### src/rtl/alu_8_bit.sv
// Registered 8-bit ALU: one op per accepted cycle, result
// and Carry/Zero/Negative/Overflow/Parity flags one cycle later.
module alu_8_bit #(
  parameter int WIDTH = 8
) (
  input  logic             clk,
  input  logic             rst,
  input  logic             in_valid,
  input  logic [WIDTH-1:0] A,
  input  logic [WIDTH-1:0] B,
  input  logic [2:0]       ALU_Sel,
  output logic             out_valid,
  output logic [WIDTH-1:0] ALU_Out,
  output logic             Carry,
  output logic             Zero,
  output logic             Negative,
  output logic             Overflow,
  output logic             Parity
);

  localparam int MSB = WIDTH - 1;

  logic [WIDTH:0]   sum;
  logic [WIDTH:0]   diff;
  logic [WIDTH-1:0] res;
  logic             cry;
  logic             ovf;

  always_comb begin
    sum  = {1'b0, A} + {1'b0, B};
    diff = {1'b0, A} - {1'b0, B};
    res  = '0;
    cry  = 1'b0;
    ovf  = 1'b0;
    unique case (ALU_Sel)
      3'b000: begin
        res = sum[MSB:0];
        cry = sum[WIDTH];
        ovf = (A[MSB] == B[MSB]) && (res[MSB] != A[MSB]);
      end
      3'b001: begin
        // diff[WIDTH] is set exactly when A < B (borrow)
        res = diff[MSB:0];
        cry = diff[WIDTH];
        ovf = (A[MSB] != B[MSB]) && (res[MSB] != A[MSB]);
      end
      3'b010: begin
        res = {A[MSB-1:0], 1'b0};
        cry = A[MSB];
      end
      3'b011: begin
        res = {1'b0, A[MSB:1]};
        cry = A[0];
      end
      3'b100: res = A ^ B;
      3'b101: res = A & B;
      3'b110: res = A | B;
      3'b111: res = ~A;
      default: res = '0;
    endcase
  end

  always_ff @(posedge clk) begin
    if (rst) begin
      out_valid <= 1'b0;
      ALU_Out   <= '0;
      Carry     <= 1'b0;
      Zero      <= 1'b0;
      Negative  <= 1'b0;
      Overflow  <= 1'b0;
      Parity    <= 1'b0;
    end else begin
      out_valid <= in_valid;
      if (in_valid) begin
        ALU_Out  <= res;
        Carry    <= cry;
        Zero     <= (res == '0);
        Negative <= res[MSB];
        Overflow <= ovf;
        Parity   <= ^res;
      end
    end
  end

endmodule

### config.mk
export PLATFORM = sky130hd
export DESIGN_NAME = alu_8_bit
export DESIGN_NICKNAME = d
export VERILOG_FILES = /design/src/rtl/alu_8_bit.sv
export SDC_FILE = /design/constraint.sdc
export NUM_CORES = 1
export LEC_CHECK = 0
export ABC_AREA = 1
export CORE_ASPECT_RATIO = 0.7
export CORE_MARGIN = 2
export CORE_UTILIZATION = 54
export CTS_CLUSTER_SIZE = 24
export DETAILED_ROUTE_END_ITERATION = 12
export PLACE_DENSITY = 0.83
export SLEW_MARGIN = 10
export SYNTH_ARGS = -nofsm -noshare
export SYNTH_HDL_FRONTEND = slang
export SYNTH_SLANG_ARGS = --single-unit
### constraint.sdc
create_clock -name clk -period 3.03 [get_ports clk]
set_clock_uncertainty 0.05 [all_clocks]
set_input_delay 0.4545 -clock clk [delete_from_list [all_inputs] [get_ports clk]]
set_output_delay 0.4545 -clock clk [all_outputs]
set_load 0.02 [all_outputs]
==> key figures <==
Worst setup path
  • CP startpoint kind: primary input
  • Crit Path Class: in2reg
  • Critical Path Start: B[3]
  • Crit path DAT: 3.08 ns
  • Worst setup EP type: register
  • Worst-path fanout max: 3
  • WP data required: 3.12 ns
  • Reg-to-Reg Start: Parity

Clock tree
  • # H-tree levels: 1
  • Root Buffer: clkbuf_8
  • TritonCTS clock tree: built
  • Cts-stage hold buffer count: 0
  • CTS sink count: 13
  • Worst-Skew Late Latency: 0.25 ns
  • Maximum clock insertion buffer count: 2
  • CTS buffer count: 3
  • Reg clk slew, reported paths: 0.06 ns

Routing
  • Detail Route Antenna Nets: 0
  • TritonRoute pass-1 iters: 6
  • DR vias: 2704
  • Drt wl/cell: 15.11 um
  • Iter 0 DRT Violations: 401
  • Drt total wl: 7040 um
  • Drt drc: 0
  • Via density: 5.803

Placed design
  • Area post-placement: 2664 sq um
  • Gpl congestion: 0.9754
  • DP HPWL: 5334 um
  • IO Port Bufs: 35

Synthesis
  • Largest cells by area after synthesis: ha_1, nand2_1, dfxtp_1
  • Primary FF master, synth: dfxtp_1
  • Average size of a mapped cell: 5.751 sq um
  • Synth Register Bits: 13
  • Sequential cell area fraction in the yosys report: 0.1323
  • Cells after Synth: 342
  • Post-Syn Area: 1967 sq um
  • Area leader, netlist: ha_1
  • Ys async rst share: 0
  • Yosys warning count: 0
  • Yosys top cell area share: 0.1781
  • Mapped Nets: 394
  • Post-synth EDFFs: 0
  • Post-synth cell types: 25

Cells and area
  • Sequential cell area: 260.3 sq um
  • Area Growth Syn to Fin: 43.83%
  • Final Util: 0.8052
  • Ant diodes: 0
  • Final instance area: 2829 sq um
  • Layout cell share with drive strength beyond 1: 0.1731
  • Fin nets: 469
  • Area of the multi-input gates: 1539 sq um
  • # fillers: 262

Global routing
  • GRT overflow: 0
  • First-pass GRT wire length: 10590 um
  • Largest net degree at the start of global routing: 23
  • Vias in the first global route: 2298
  • GRT Util Overall: 0.3300
  • Initial antenna violation count: 0

Power and ir drop
  • Leakage power: 1.516 nW
  • Pwr dens: 304.5 nW/um^2
  • Maximum VDD drop: 258.0 uV

Flow run
  • Max cap viols: 0

Floorplan
  • I/O pins: 36
  • Num rows: 18
  • Die height: 54.50 um
  • Die area: 4149 sq um
  • CORE AREA: 3513 sq um
  • Die W: 76.14 um
  • Initial Util: 0.5598

STA
  • Final hold viol count: 0
  • Slew HR: 0.5134
  • Tcrit/Tclk final: 0.9894
  • Worst slew pin tran: 0.7276 ns
  • RSZ-0062 raised after global routing: false
  • Fmax: 333.6 MHz
  • Final Critical Period: 2.998 ns
  • Final setup viols: 0
  • Final slew viol count: 0

Status
  • Status: completed

Worst hold path
  • Min-Delay Path Class: reg2reg
  • Hold Startpoint: Carry
synth_stat cells, types with 2 or more instances:
library cell	number
nand2_1	84
inv_1	65
nor2_1	46
nand3_1	34
ha_1	28
a21oi_1	16
o21ai_0	15
dfxtp_1	13
nand4_1	8
o22ai_1	6
buf_2	4
xor2_1	4
clkbuf_1	3
and3_1	2
fa_1	2
o211ai_1	2
o21bai_1	2
cell families after synthesis:
group,after synthesis,share of synthesized area
simple gates,178,0.3817
buf+inv,73,0.1438
compound gates,43,0.1215
fa+ha+maj,30,0.1985
flops,13,0.1323
xor+xnor,5,0.02226
worst max-delay path, stage by stage:
cell             delay [ns]
clkdlybuf4s50_1        0.49
inv_1                  0.09
buf_4                  0.14
ha_1                   0.22
nand2_1                0.08
nand2_1                0.11
inv_1                  0.11
nand3_1                0.09
nand2_1                0.09
nand3_1                0.13
nand3_2                0.11
inv_1                  0.05
ha_1                   0.30
xnor2_1                0.15
nand2_1                0.09
nand2_1                0.10
o221ai_2               0.21
inv_1                  0.07
layout by cell type (no fill, tap or decap), drive strengths merged, types with 8 or more instances in the layout:
cell and count:
a21oi 16, inv 65, o21ai 15, buf 43
dfxtp 13, nand3 35, clkdlybuf4s50 33, nand4 8
nor2 46, nand2 84, ha 28
flip-flops by register name, summed over array words and instances, names as in the netlist:
register   flops
Zero           1
ALU_Out        8
Overflow       1
Parity         1
Carry          1
out_valid      1
metrics by stage:
| stage | hold slack [ns] | instances | TNS (ns) | total power (W) | setup slack [ns] |
|---|---|---|---|---|---|
| 2_1_floorplan | 0.4736 | 342 | 0 | 0.0004433 | 0.5587 |
| 3_3_place_gp | 0.4090 | 462 | -0.1246 | 0.0006273 | -0.1246 |
| 3_5_place_dp | 0.4162 | 462 | -0.2777 | 0.0006431 | -0.2777 |
| 4_1_cts | 0.4242 | 466 | 0 | 0.0008139 | 0.02640 |
| 5_1_grt | 0.4516 | 466 | 0 | 0.0009067 | 0.006810 |
| 6_report | 0.4250 | 466 | 0 | 0.0008613 | 0.03222 |
path summary, 6_finish.rpt:
check | to | slack, ns | cells past startpoint
worst min-delay path | Carry | 0.43 | 2
worst max-delay path | Parity | 0.03 | 18
worst min register to register | Carry | 0.43 | 2
worst max register to register | Parity | 2.29 | 2
repair_timing:
item / 4_1_cts / 5_1_grt
setup endpoints to repair: 1 / 1
resized for setup: 3 / 29
buffers inserted: 0 / 0
cloned: 0 / 0
pin swaps: 0 / 6
cell type report:
cell class              count  area share
multi-input cells         256      0.5440
repair buffers             78      0.2388
well taps                  50     0.02211
flip-flops and latches     13     0.09199
inverters                  65     0.08713
clock buffers               4     0.01592
per-layer routing:
metal | up-vias | track usage | wire, um
met2 | 206 | 0.5610 | 3018
met4 | 0 | 0.08485 | 248
met5 | - | 0 | 0
met3 | 37 | 0.07756 | 888
li1 | 1232 | - | -
met1 | 1229 | 0.4344 | 2885
power breakdown:
part / switching [W] / leakage (nW) / total (W) / internal, W
clock network: 0.0000689 / 0.0228 / 0.000162 / 0.0000933
logic: 0.000284 / 1.39 / 0.000504 / 0.000219
registers: 0.00000924 / 0.108 / 0.000196 / 0.000186
Note: power is estimated with default switching activity, not from simulation.
